[src/rtl/mips_pkg.sv]
// Shared types and constants for the MIPS fetch/PC sequencer.
package mips_pkg;

  typedef enum logic [1:0] {
    PCSRC_PLUS4  = 2'b00,
    PCSRC_BRANCH = 2'b01,
    PCSRC_JUMP   = 2'b10,
    PCSRC_REG    = 2'b11
  } pc_src_e;

  typedef enum logic [1:0] {
    ST_IDLE   = 2'b00,
    ST_FETCH  = 2'b01,
    ST_EXEC   = 2'b10,
    ST_HALTED = 2'b11
  } seq_state_e;

  localparam logic [1:0] TRAP_NONE     = 2'b00;
  localparam logic [1:0] TRAP_MISALIGN = 2'b01;
  localparam logic [1:0] TRAP_TIMEOUT  = 2'b10;

  localparam logic [31:0] DEF_RESET_VECTOR = 32'h0000_0000;
  localparam logic [31:0] DEF_TRAP_VECTOR  = 32'h0000_0180;

  // J-type target: upper nibble of PC+4 concatenated with the word index.
  function automatic logic [31:0] jump_target(input logic [31:0] plus4,
                                              input logic [25:0] index);
    return {plus4[31:28], index, 2'b00};
  endfunction

endpackage

[src/rtl/pc_sequencer_if.sv]
// Instruction-memory fetch handshake between the sequencer and imem.
interface pc_sequencer_if;
  logic        imem_req;
  logic [31:0] imem_addr;
  logic        imem_ready;
  logic [31:0] imem_rdata;

  modport master (output imem_req, imem_addr, input imem_ready, imem_rdata);
  modport slave  (input imem_req, imem_addr, output imem_ready, imem_rdata);
endinterface

[src/rtl/next_pc_mux.sv]
// Combinational next-PC candidate selection with word-alignment check.
module next_pc_mux
  import mips_pkg::*;
(
  input  logic [1:0]  pc_src,
  input  logic        branch_taken,
  input  logic [31:0] pc_plus4_in,
  input  logic [31:0] pc_target_in,
  input  logic [31:0] reg_target_in,
  input  logic [25:0] instr_index,
  output logic [31:0] candidate,
  output logic        misaligned
);

  always_comb begin
    candidate = pc_plus4_in;
    case (pc_src_e'(pc_src))
      PCSRC_PLUS4:  candidate = pc_plus4_in;
      PCSRC_BRANCH: candidate = branch_taken ? pc_target_in : pc_plus4_in;
      PCSRC_JUMP:   candidate = jump_target(pc_plus4_in, instr_index);
      PCSRC_REG:    candidate = reg_target_in;
      default:      candidate = pc_plus4_in;
    endcase
  end

  assign misaligned = (candidate[1:0] != 2'b00);

endmodule

[src/rtl/pc_sequencer.sv]
// Fetch/PC controller: owns the PC, fetches from variable-latency imem,
// presents one instruction per EXEC cycle and traps on faults.
module pc_sequencer
  import mips_pkg::*;
#(
  parameter logic [31:0] RESET_VECTOR = DEF_RESET_VECTOR,
  parameter logic [31:0] TRAP_VECTOR  = DEF_TRAP_VECTOR,
  parameter int          TIMEOUT      = 16
) (
  input  logic                  clk,
  input  logic                  reset,
  pc_sequencer_if.master        imem,
  output logic [31:0]           instr,
  output logic                  instr_valid,
  output logic [31:0]           pc,
  input  logic [31:0]           pc_plus4_in,
  input  logic [31:0]           pc_target_in,
  input  logic [31:0]           reg_target_in,
  input  logic [1:0]            pc_src,
  input  logic                  branch_taken,
  input  logic                  stall,
  input  logic                  halt,
  output logic                  halted,
  output logic                  trap,
  output logic [1:0]            trap_cause,
  output logic [31:0]           retired
);

  localparam int CNT_W = (TIMEOUT > 1) ? $clog2(TIMEOUT) : 1;

  seq_state_e       state_q, state_d;
  logic [31:0]      pc_q, pc_d;
  logic [31:0]      instr_q, instr_d;
  logic [CNT_W-1:0] cnt_q, cnt_d;
  logic [31:0]      retired_q, retired_d;
  logic             trap_q, trap_d;
  logic [1:0]       cause_q, cause_d;

  logic [31:0]      candidate;
  logic             misaligned;

  next_pc_mux u_next_pc_mux (
    .pc_src        (pc_src),
    .branch_taken  (branch_taken),
    .pc_plus4_in   (pc_plus4_in),
    .pc_target_in  (pc_target_in),
    .reg_target_in (reg_target_in),
    .instr_index   (instr_q[25:0]),
    .candidate     (candidate),
    .misaligned    (misaligned)
  );

  always_ff @(posedge clk or posedge reset) begin
    if (reset) begin
      state_q   <= ST_IDLE;
      pc_q      <= RESET_VECTOR;
      instr_q   <= '0;
      cnt_q     <= '0;
      retired_q <= '0;
      trap_q    <= 1'b0;
      cause_q   <= TRAP_NONE;
    end else begin
      state_q   <= state_d;
      pc_q      <= pc_d;
      instr_q   <= instr_d;
      cnt_q     <= cnt_d;
      retired_q <= retired_d;
      trap_q    <= trap_d;
      cause_q   <= cause_d;
    end
  end

  always_comb begin
    state_d   = state_q;
    pc_d      = pc_q;
    instr_d   = instr_q;
    cnt_d     = cnt_q;
    retired_d = retired_q;
    trap_d    = 1'b0;
    cause_d   = cause_q;
    case (state_q)
      ST_IDLE: state_d = ST_FETCH;
      ST_FETCH: begin
        // A response on the terminal-count cycle beats the timeout.
        if (imem.imem_ready) begin
          instr_d = imem.imem_rdata;
          cnt_d   = '0;
          state_d = ST_EXEC;
        end else if (cnt_q == CNT_W'(TIMEOUT - 1)) begin
          trap_d  = 1'b1;
          cause_d = TRAP_TIMEOUT;
          pc_d    = TRAP_VECTOR;
          cnt_d   = '0;
        end else begin
          cnt_d = cnt_q + CNT_W'(1);
        end
      end
      ST_EXEC: begin
        if (!stall) begin
          if (misaligned) begin
            pc_d    = TRAP_VECTOR;
            trap_d  = 1'b1;
            cause_d = TRAP_MISALIGN;
          end else begin
            pc_d = candidate;
          end
          retired_d = retired_q + 32'd1;
          state_d   = halt ? ST_HALTED : ST_FETCH;
        end
      end
      ST_HALTED: state_d = ST_HALTED;
      default:   state_d = ST_IDLE;
    endcase
  end

  assign imem.imem_req  = (state_q == ST_FETCH);
  assign imem.imem_addr = pc_q;
  assign instr          = instr_q;
  assign instr_valid    = (state_q == ST_EXEC);
  assign pc             = pc_q;
  assign halted         = (state_q == ST_HALTED);
  assign trap           = trap_q;
  assign trap_cause     = cause_q;
  assign retired        = retired_q;

endmodule

[src/flat_wrapper.sv]
// flat-port wrapper written by rule: the top's interface ports become plain ports
module pc_sequencer_flat import mips_pkg::*;
#(
  parameter logic [31:0] RESET_VECTOR = DEF_RESET_VECTOR,
  parameter logic [31:0] TRAP_VECTOR  = DEF_TRAP_VECTOR,
  parameter int          TIMEOUT      = 16
)
  (clk, reset, instr, instr_valid, pc, pc_plus4_in, pc_target_in, reg_target_in, pc_src, branch_taken, stall, halt, halted, trap, trap_cause, retired, imem_imem_req, imem_imem_addr, imem_imem_ready, imem_imem_rdata);
  pc_sequencer_if imem_i ();
  input  logic clk;
  input  logic reset;
  output logic [31:0] instr;
  output logic instr_valid;
  output logic [31:0] pc;
  input  logic [31:0] pc_plus4_in;
  input  logic [31:0] pc_target_in;
  input  logic [31:0] reg_target_in;
  input  logic [1:0] pc_src;
  input  logic branch_taken;
  input  logic stall;
  input  logic halt;
  output logic halted;
  output logic trap;
  output logic [1:0] trap_cause;
  output logic [31:0] retired;
  output wire logic [$bits(imem_i.imem_req)-1:0] imem_imem_req;
  output wire logic [$bits(imem_i.imem_addr)-1:0] imem_imem_addr;
  input wire logic [$bits(imem_i.imem_ready)-1:0] imem_imem_ready;
  input wire logic [$bits(imem_i.imem_rdata)-1:0] imem_imem_rdata;
  assign imem_imem_req = imem_i.imem_req;
  assign imem_imem_addr = imem_i.imem_addr;
  assign imem_i.imem_ready = imem_imem_ready;
  assign imem_i.imem_rdata = imem_imem_rdata;
  pc_sequencer #(.RESET_VECTOR(RESET_VECTOR), .TRAP_VECTOR(TRAP_VECTOR), .TIMEOUT(TIMEOUT)) u_core (.clk(clk), .reset(reset), .imem(imem_i), .instr(instr), .instr_valid(instr_valid), .pc(pc), .pc_plus4_in(pc_plus4_in), .pc_target_in(pc_target_in), .reg_target_in(reg_target_in), .pc_src(pc_src), .branch_taken(branch_taken), .stall(stall), .halt(halt), .halted(halted), .trap(trap), .trap_cause(trap_cause), .retired(retired));
endmodule
[config.mk]
export PLATFORM = sky130hd
export DESIGN_NAME = pc_sequencer_flat
export DESIGN_NICKNAME = d
export VERILOG_FILES = /design/src/rtl/mips_pkg.sv /design/src/rtl/pc_sequencer_if.sv /design/src/rtl/next_pc_mux.sv /design/src/rtl/pc_sequencer.sv /design/src/flat_wrapper.sv
export SDC_FILE = /design/constraint.sdc
export NUM_CORES = 1
export LEC_CHECK = 0
export CAP_MARGIN = 20
export CORE_MARGIN = 3
export CORE_UTILIZATION = 30
export CTS_BUF_LIST = sky130_fd_sc_hd__clkbuf_16
export DETAILED_ROUTE_END_ITERATION = 7
export GPL_ROUTABILITY_DRIVEN = 0
export GPL_TIMING_DRIVEN = 0
export MAX_ROUTING_LAYER = met4
export PLACE_DENSITY = 0.6
export SLEW_MARGIN = 20
export SYNTH_ARGS = -nofsm -noshare
export SYNTH_HDL_FRONTEND = slang
export SYNTH_SLANG_ARGS = --single-unit
[constraint.sdc]
create_clock -name clk -period 4.6 [get_ports clk]
set_clock_uncertainty 0.1 [all_clocks]
set_input_delay 0.46 -clock clk [delete_from_list [all_inputs] [get_ports clk]]
set_output_delay 0.46 -clock clk [all_outputs]
set_load 0.005 [all_outputs]
### Yosys cells after proc, flatten, opt, wreduce, memory -nomap -nowiden

Cells that the tools add are included.

| storage, ports and cells | value |
|---|---|
| bits in registers | 105 |
| input bits | 136 |
| output and inout bits | 134 |

| cells by class | value |
|---|---|
| add/sub/neg operators | 2 |
| equal/unequal tests | 12 |
| mux-type cells | 23 |
| bitwise logic cells | 1 |
| reduce and logical (&&, ||, !) cells | 9 |

Operators by type and width:

| cell | count |
|---|---|
| $mux W32 | 5 |
| $pmux W32 S4 | 1 |
| $pmux W32 S2 | 1 |
| $add A32 B1 Y32 const B | 1 |
| $mux W2 | 7 |
| $eq A2 B2 Y1 const B | 4 |
| $mux W4 | 2 |
| $pmux W2 S4 | 1 |
| $ne A2 B1 Y1 const B | 3 |
| $reduce_and A2 Y1 | 3 |
| $reduce_and A5 Y1 | 1 |
| $add A4 B1 Y4 const B | 1 |
| $eq A2 B1 Y1 const B | 2 |
| $eq A4 B4 Y1 const B | 1 |
| $logic_not A2 Y1 | 2 |
| $mux W1 | 4 |
| $ne A2 B2 Y1 const B | 2 |
| $pmux W2 S2 | 1 |
| $reduce_and A4 Y1 | 1 |
| $reduce_bool A2 Y1 | 2 |
| $pmux W1 S2 | 1 |
| $not A1 Y1 | 1 |

### Logic depth before layout (Yosys ltp)

Gate-level depths: netlist (run 1).

| depth | value |
|---|---|
| depth after elaboration | 6 |
| mapped depth | 9 |
| gate-level depth less buffers | 7 |

### Modules after synthesis

From an unflattened synthesis (run 1), not the netlist that was laid out.

| second synthesis, totals | value |
|---|---|
| cell total of the unflattened synthesis | 618 |
| area, all modules | 6138.4 um^2 |

By module, submodules not included:

| module | instances | cells an instance | area an instance (um^2) |
|---|---|---|---|
| pc_sequencer | 1 | 416 | 4648.2 |
| next_pc_mux | 1 | 202 | 1490.2 |

### Worst setup path after synthesis (run 1)

OpenSTA, ideal clock, no wires.

| path | value |
|---|---|
| kind | register to register |
| start | reg u_core.state_q[0] |
| end | reg u_core.retired_q[24] (netlist: u_core.retired[24]) |
| setup time | 0.123 ns |
| arrival | 1.810 ns |
| required time | 4.377 ns |
| slack | 2.567 ns |
| cell stages (with the launch flop) | 10 |
| clock period less this slack | 2.033 ns |
| cells stage by stage | dfrtp_1 > inv_1 > ha_1 > nor2b_1 > buf_2 > and3_1 > buf_2 > and4_1 > nand4_1 > xnor2_1 |

| between the ends | value |
|---|---|
| word-level cells in the longest chain between the ends | 2 |

Ends and longest elaborated chain:

| what | line | RTL |
|---|---|---|
| start: declaration | pc_sequencer.sv:31 | `seq_state_e state_q, state_d;` |
| start signal: assignment | pc_sequencer.sv:63 | `state_q <= state_d;` |
| $eq A2 B2 Y1 | n/a |  |
| net instr_valid | flat_wrapper.sv:13 | `output logic instr_valid;` |
| $reduce_and A2 Y1 (no line) | n/a |  |
| end signal: assignment | pc_sequencer.sv:67 | `retired_q <= retired_d;` |
| end: declaration | pc_sequencer.sv:35 | `logic [31:0] retired_q, retired_d;` |

The timed path passes the listed nets, and every way through them passes these cells.
A chain may end at the register's enable or synchronous reset.

### Final worst setup path (run 1)

| path | value |
|---|---|
| start | in pc_src[1] |
| end | reg u_core.pc_q[17] (netlist: u_core.imem.imem_addr[17]) |

| between the ends | value |
|---|---|
| word-level cells in the longest chain between the ends | 6 |
| elaborated cells between the ends (all ways) | 9 |
| classes of those cells | 3 x eq/ne; 4 x mux; 2 x reduce/logical |

Ends and longest elaborated chain:

| what | line | RTL |
|---|---|---|
| start: declaration | flat_wrapper.sv:18 | `input logic [1:0] pc_src;` |
| $eq A2 B2 Y1, or another cell as far along | next_pc_mux.sv:17 | `case (pc_src_e'(pc_src))` |
| $pmux W32 S4 * | next_pc_mux.sv:17 |  |
| $reduce_bool A2 Y1 | next_pc_mux.sv:26 | `assign misaligned = (candidate[1:0] != 2'b00);` |
| $mux W32 * | pc_sequencer.sv:100 | `if (misaligned) begin` |
| $mux W32 * | pc_sequencer.sv:99 | `if (!stall) begin` |
| $pmux W32 S2 * | pc_sequencer.sv:81 | `case (state_q)` |
| end signal: assignment | pc_sequencer.sv:64 | `pc_q <= pc_d;` |
| end: declaration | pc_sequencer.sv:32 | `logic [31:0] pc_q, pc_d;` |

Every way passes the cells marked *; elsewhere a longest branch is shown, timed or not. The select of a mux whose other input is x is not followed.

==> flow_summary.yaml, run 1 <==
floorplan:
  die_height_um: 141.6
  start_util_pct: 31.23
  rows: 48
  io_pins: 270
  die_x_um: 141.6
  die-area_um2: 20040
  design.core.area_um2: 17660
synth:
  synth_flop_cell: "dfrtp_1"
  synth_edf_count: 0
  ys_ff_latch: 105
  synth_area_leaders: "dfrtp_1 48%, mux2_2 8.8%, mux4_2 5.3%"
  syn_area_per_cell_um2: 11.73
  synth_top_area_share_pct: 47.65
  ys_warn_count: 0
  syn_area_um2: 5514
  yosysTopAreaCell: "dfrtp_1"
  syn_nets: 612
  synth-async-reset-ratio_pct: 100.0
  synth_cell_types: 42
  synth_cells: 470
  synth_seq_area_share_pct: 47.65
layout:
  stdcell_count: 981
  drive_gt1_share_pct: 16.03
  num-nets-final: 892
  areaGrowthSynthToFinish_pct: 60.47
  fin_util_pct: 50.11
global_route:
  grt_pass1_vias: 4854
  antenna_found_initial: 1
  grt_overflow: 0
  grtUsageTotal_pct: 19.04
  grt_pass1_wl_um: 28750
  grt_max_degree: 65
detailed_routing:
  dr_total_vias: 4773
  drt_iter0_drc: 171
  remaining_drc_errors: 0
  drt_first_pass_iters: 4
  ant_nets: 0
  finalWirelength_um: 18870
  viasPerCell: 4.865
  wl_per_cell_um: 19.23
worst_setup_path:
  crit_start: "pc_src[1]"
  required_ns: 4.71
  critPathMaxStageDelay_ns: 0.55
  endpoint_kind: "flip-flop"
  slowest_stage: "clkbuf_1"
  r2r-start: "u_core.state_q[1]"
  cp_cell_sequence: "clkdlybuf4s50_1, clkbuf_1, nor2b_1, buf_2, a22o_1, a221oi_1, o21ai_0"
  crit_type: "in -> reg"
  worst_setup_path_start_kind: "primary input"
  cp.arrival_ns: 2.85
  crit_fanout: 10
  r2r_cells: 8
power:
  p_leak_nw: 3.711
  peakVddDrop_v: 0.0002568
  power_density_nw_per_um2: 464.6
place:
  hpwlAfterDp_um: 15400
  portBuffers: 268
  dp.cells: 964
clock_tree:
  clock-root-buffer: "clkbuf_16"
  cts_resized: 0
  cts.reportedPaths.clkPinSlew_ns: 0.07
  cts_max_level: 3
  numCtsBuffers: 9
  cts_sinks: 105
  cts_hold_buf: 0
  worstSkewPairLatency_ns: 0.34
  cts_tree: "yes"
  cts_setup_buffers: 0
  clockBufferDepth: 2
sta:
  worst_pin_slew_ns: 0.7708
  max_slew_margin_pct: 48.61
  slew_viol_final: 0
  fmax_mhz: 363.8
  finalCritPeriodShare_pct: 59.75
  hold_viol: 0
  rsz0062_at_grt: "no"
  fin_crit_ns: 2.748
  setup_viol: 0
min_path:
  hold_class: "reg -> reg"
  hold_start: "u_core.retired[31]"
  whs_path_depth: 1
run_status:
  status: "finished clean"
job:
  cap_violations: 0
-- cell type report --
| class | instances | area (um2) |
|---|---|---|
| antenna | 1 | 2.502 |
| buffer | 60 | 391.6 |
| clock buffer | 9 | 225.2 |
| clock inverter | 7 | 110.1 |
| fill | 1600 | 8808 |
| inverter | 8 | 35.03 |
| multi-input combinational | 297 | 2465 |
| sequential | 105 | 2628 |
| tap | 225 | 281.5 |
| timing repair buffer | 269 | 2710 |
-- cell usage in the layout (no fill, tap or decap), types with 3 or more instances in the layout --
| cell | count |
|---|---|
| clkdlybuf4s50_1 | 268 |
| dfrtp_1 | 105 |
| mux2_2 | 43 |
| nand2_1 | 38 |
| buf_4 | 32 |
| a22o_1 | 28 |
| xnor2_1 | 24 |
| nor2_1 | 19 |
| nand3_1 | 14 |
| mux4_2 | 13 |
| mux2i_1 | 12 |
| a221oi_1 | 11 |
| clkbuf_1 | 10 |
| nand4_1 | 10 |
| clkbuf_16 | 9 |
| inv_1 | 8 |
| o21ai_0 | 8 |
| a21oi_1 | 8 |
| buf_2 | 7 |
| xor2_1 | 7 |
| buf_1 | 6 |
| o21ai_1 | 6 |
| ha_1 | 6 |
| and3_1 | 5 |
| nor3_1 | 5 |
| buf_6 | 5 |
| mux2_1 | 5 |
| and4_1 | 4 |
| and2_1 | 4 |
| a22oi_1 | 4 |
| o21ai_2 | 4 |
| nor2b_1 | 3 |
| bufinv_16 | 3 |
-- worst paths after layout --
check                                       endpoint  slack, ns
hold reg to reg                   u_core.retired[31]       0.37
setup reg to reg            u_core.imem.imem_addr[5]       1.98
hold / removal                    u_core.retired[31]       0.37
max in group asynchronous   u_core.imem.imem_addr[6]       3.34
min in group asynchronous           u_core.instr[18]       0.40
setup / recovery           u_core.imem.imem_addr[17]       1.85
-- through the flow --
| step | hold WS [ns] | cell area, um2 | TNS [ns] | worst slack [ns] | power (mW) |
|---|---|---|---|---|---|
| 2_1_floorplan | 0.3647 | 5514 | 0 | 1.279 | 2.187 |
| 3_3_place_gp | 0.3594 | 8478 | -41.02 | -0.3972 | 3.249 |
| 3_5_place_dp | 0.3640 | 8511 | 0 | 1.447 | 3.292 |
| 4_1_cts | 0.3776 | 8846 | 0 | 1.817 | 4.174 |
| 5_1_grt | 0.4027 | 8848 | 0 | 1.721 | 4.364 |
| 6_report | 0.3743 | 8848 | 0 | 1.852 | 4.111 |
-- flip-flops by register name, summed over array words and instances, names as in the netlist --
register	count
u_core.cnt_q	4
u_core.imem.imem_addr	32
u_core.instr	32
u_core.retired	32
u_core.state_q	2
u_core.trap	1
u_core.trap_cause	2
-- cell usage after synthesis (4+ instances only) --
library cell / n
a21oi_1: 8
a221oi_1: 11
a22o_1: 28
a22oi_1: 4
and2_1: 4
and3_1: 5
and4_1: 4
buf_1: 6
buf_2: 7
buf_4: 32
buf_6: 5
clkbuf_1: 10
dfrtp_1: 105
ha_1: 6
inv_1: 8
mux2_1: 5
mux2_2: 43
mux2i_1: 12
mux4_2: 13
nand2_1: 38
nand3_1: 14
nand4_1: 10
nor2_1: 19
nor3_1: 5
o21ai_0: 8
o21ai_1: 6
o21ai_2: 4
xnor2_1: 24
xor2_1: 7
-- report_power, final --
part           switching, mW  internal, mW
Clock                  0.333         0.528
Combinational          0.629          1.15
Sequential             0.264          1.20
Total                   1.23          2.89
-- critical path: cells and delay by family --
| kind | cells | cell delay, ns |
|---|---|---|
| compound gates | 3 | 0.75 |
| buf+inv | 3 | 1.35 |
| simple gates | 1 | 0.29 |
-- routing by layer --
metal  routed length [um]  share of wire (%)  GRT usage (%)
met5                    0                  0              -
met4                  318                1.7          5.707
met3                 1069                5.7          2.595
met2                 9430                 50          31.88
met1                 8047                 43          24.14
-- cells by family (layout without fill, tap and decap cells) --
kind of cell / after synthesis / count (layout) / synth area share, %
fa+ha+maj: 6 / 6 / 1.361
other cells: 0 / 1 / 0
mux: 75 / 75 / 18.24
xor+xnor: 31 / 31 / 4.924
compound gates: 78 / 78 / 10.64
buf+inv: 68 / 353 / 7.647
flops: 105 / 105 / 47.65
simple gates: 107 / 107 / 9.531
Note: power is estimated with default switching activity, not from simulation.
==> inputs of run 2 (changes only) <==
- PLACE_DENSITY: 0.6 -> 0.63
- clock period: 4.6 -> 2.2 ns (I/O delays scaled with it)
==> flow_summary.yaml, run 2 (same netlist as run 1, synthesis figures left out) <==
run_status:
  status: "finished clean"
sta:
  worst_pin_slew_ns: 0.5696
  hold_viol: 0
  slew_viol_final: 0
  setup_viol: 0
  finalCritPeriodShare_pct: 95.36
  fin_crit_ns: 2.098
  setup_ws_ns: 0.1021
  rsz0062_at_grt: "no"
  max_slew_margin_pct: 61.80
  fmax_mhz: 476.7
layout:
  fillers: 1577
  areaGrowthSynthToFinish_pct: 61.97
  num-nets-final: 900
  drive_gt1_share_pct: 19.53
  final_common_cell: "clkdlybuf4s50_1"
  stdcell_count: 989
  final_cell_mix: "268 x clkdlybuf4s50_1, 103 x dfrtp_1, 43 x mux2_2"
  fin_util_pct: 50.58
place:
  portBuffers: 268
  preCtsSetupSlack_ns: -0.4773
  dp.cells: 966
  hpwlAfterDp_um: 15880
detailed_routing:
  finalWirelength_um: 19660
  viasPerCell: 4.953
  wl_per_cell_um: 19.88
  dr_total_vias: 4899
  ant_nets: 0
  drt_first_pass_iters: 4
  remaining_drc_errors: 0
  drt_iter0_drc: 164
worst_setup_path:
  r2r-start: "u_core.state_q[1]"
  r2r_cells: 9
  endpoint: "u_core.imem.imem_addr[12]"
  crit_type: "reg -> reg"
  cp_cell_sequence: "inv_1, ha_1, clkbuf_2, nand2_4, nand3_4, or3_1, buf_6, buf_6, o21ai_1"
  crit_family: "simple AND/OR/NAND/NOR gates"
  endpoint_kind: "flip-flop"
  worst-path-buf-inv: 4
  cp.depth: 9
  cp.arrival_ns: 2.27
  critPathMaxStageDelay_ns: 0.42
  crit_start: "u_core.state_q[1]"
  worst_setup_path_start_kind: "flip-flop"
  r2r_slack_ns: 0.10
  crit_fanout: 10
  worstReg2RegEnd: "u_core.imem.imem_addr[12]"
  slowest_stage: "dfrtp_2"
  cp_common_cell: "buf_6"
  required_ns: 2.37
global_route:
  grtUsageTotal_pct: 20.02
  antenna_found_initial: 1
  grt_pass1_wl_um: 30190
  grt_overflow: 0
  grt_pass1_vias: 5145
  grt_max_degree: 33
floorplan:
  die-area_um2: 20040
  io_pins: 270
  design.core.area_um2: 17660
  start_util_pct: 31.23
  die_height_um: 141.6
  die_x_um: 141.6
  rows: 48
clock_tree:
  clockBufferDepth: 2
  cts_hold_buf: 0
  cts_sinks: 105
  numCtsBuffers: 9
  cts.reportedPaths.clkPinSlew_ns: 0.07
  cts_tree: "yes"
  worstSkewPairLatency_ns: 0.35
  cts_max_level: 3
  clock-root-buffer: "clkbuf_16"
power:
  power_density_nw_per_um2: 948.7
  p_leak_nw: 3.746
  peakVddDrop_v: 0.0005118
  power_mw: 8.473
min_path:
  hold_class: "in -> async"
job:
  cap_violations: 0
[run 2: worst min-delay path by stage]
| stage | to | slack, ns | cells after the start |
|---|---|---|---|
| 2_1_floorplan | u_core.cnt_q[3] | 0.21 | 1 |
| 3_3_place_gp | u_core.retired[31] | 0.36 | 1 |
| 3_5_place_dp | u_core.retired[31] | 0.36 | 1 |
| 4_1_cts | u_core.retired[25] | 0.12 | 2 |
| 5_1_grt | u_core.retired[25] | 0.14 | 2 |
| 6_report | u_core.retired[30] | 0.13 | 2 |
[run 2: cell type report]
class	count	area (um2)	area share [%]
Timing Repair Buffer	277	2788	31.21
Sequential cell	105	2630	29.45
Multi-Input combinational cell	297	2511	28.12
Buffer	60	412.9	4.623
Tap cell	225	281.5	3.152
Clock buffer	9	225.2	2.522
Clock inverter	7	46.29	0.5184
Inverter	8	33.78	0.3783
Antenna cell	1	2.502	0.02802
[run 2: repair_timing]
| action | in CTS | in global routing |
|---|---|---|
| setup endpoints to repair | 70 | 52 |
| gates resized for setup | 16 | 10 |
| buffers inserted | 3 | 3 |
| pin swaps | 2 | 1 |
[run 2: per-stage QoR]
stage               instance area (um2)   TNS, ns  hold WS, ns
floorplan                          5518         0       0.2091
global placement                   8482    -63.49       0.3596
detailed placement                 8542    -15.63       0.3595
CTS                                8869  -0.01088       0.1200
global route                       8931         0       0.1391
finish                             8931         0       0.1255
[run 2: metal layers]
metal	part of all wire (%)	up-vias	global-route usage (%)
li1	-	2251	-
met1	42	2453	24.43
met2	51	169	33.67
met3	5.7	26	3.775
met4	2.1	0	6.364
met5	0	-	-
[run 2: where the power goes]
part / switching, mW / internal (mW) / leakage [nW] / total [mW]
logic: 1.38 / 2.51 / 2.26 / 3.89
registers: 0.549 / 2.52 / 1.35 / 3.07
clock network: 0.741 / 0.767 / 0.129 / 1.51
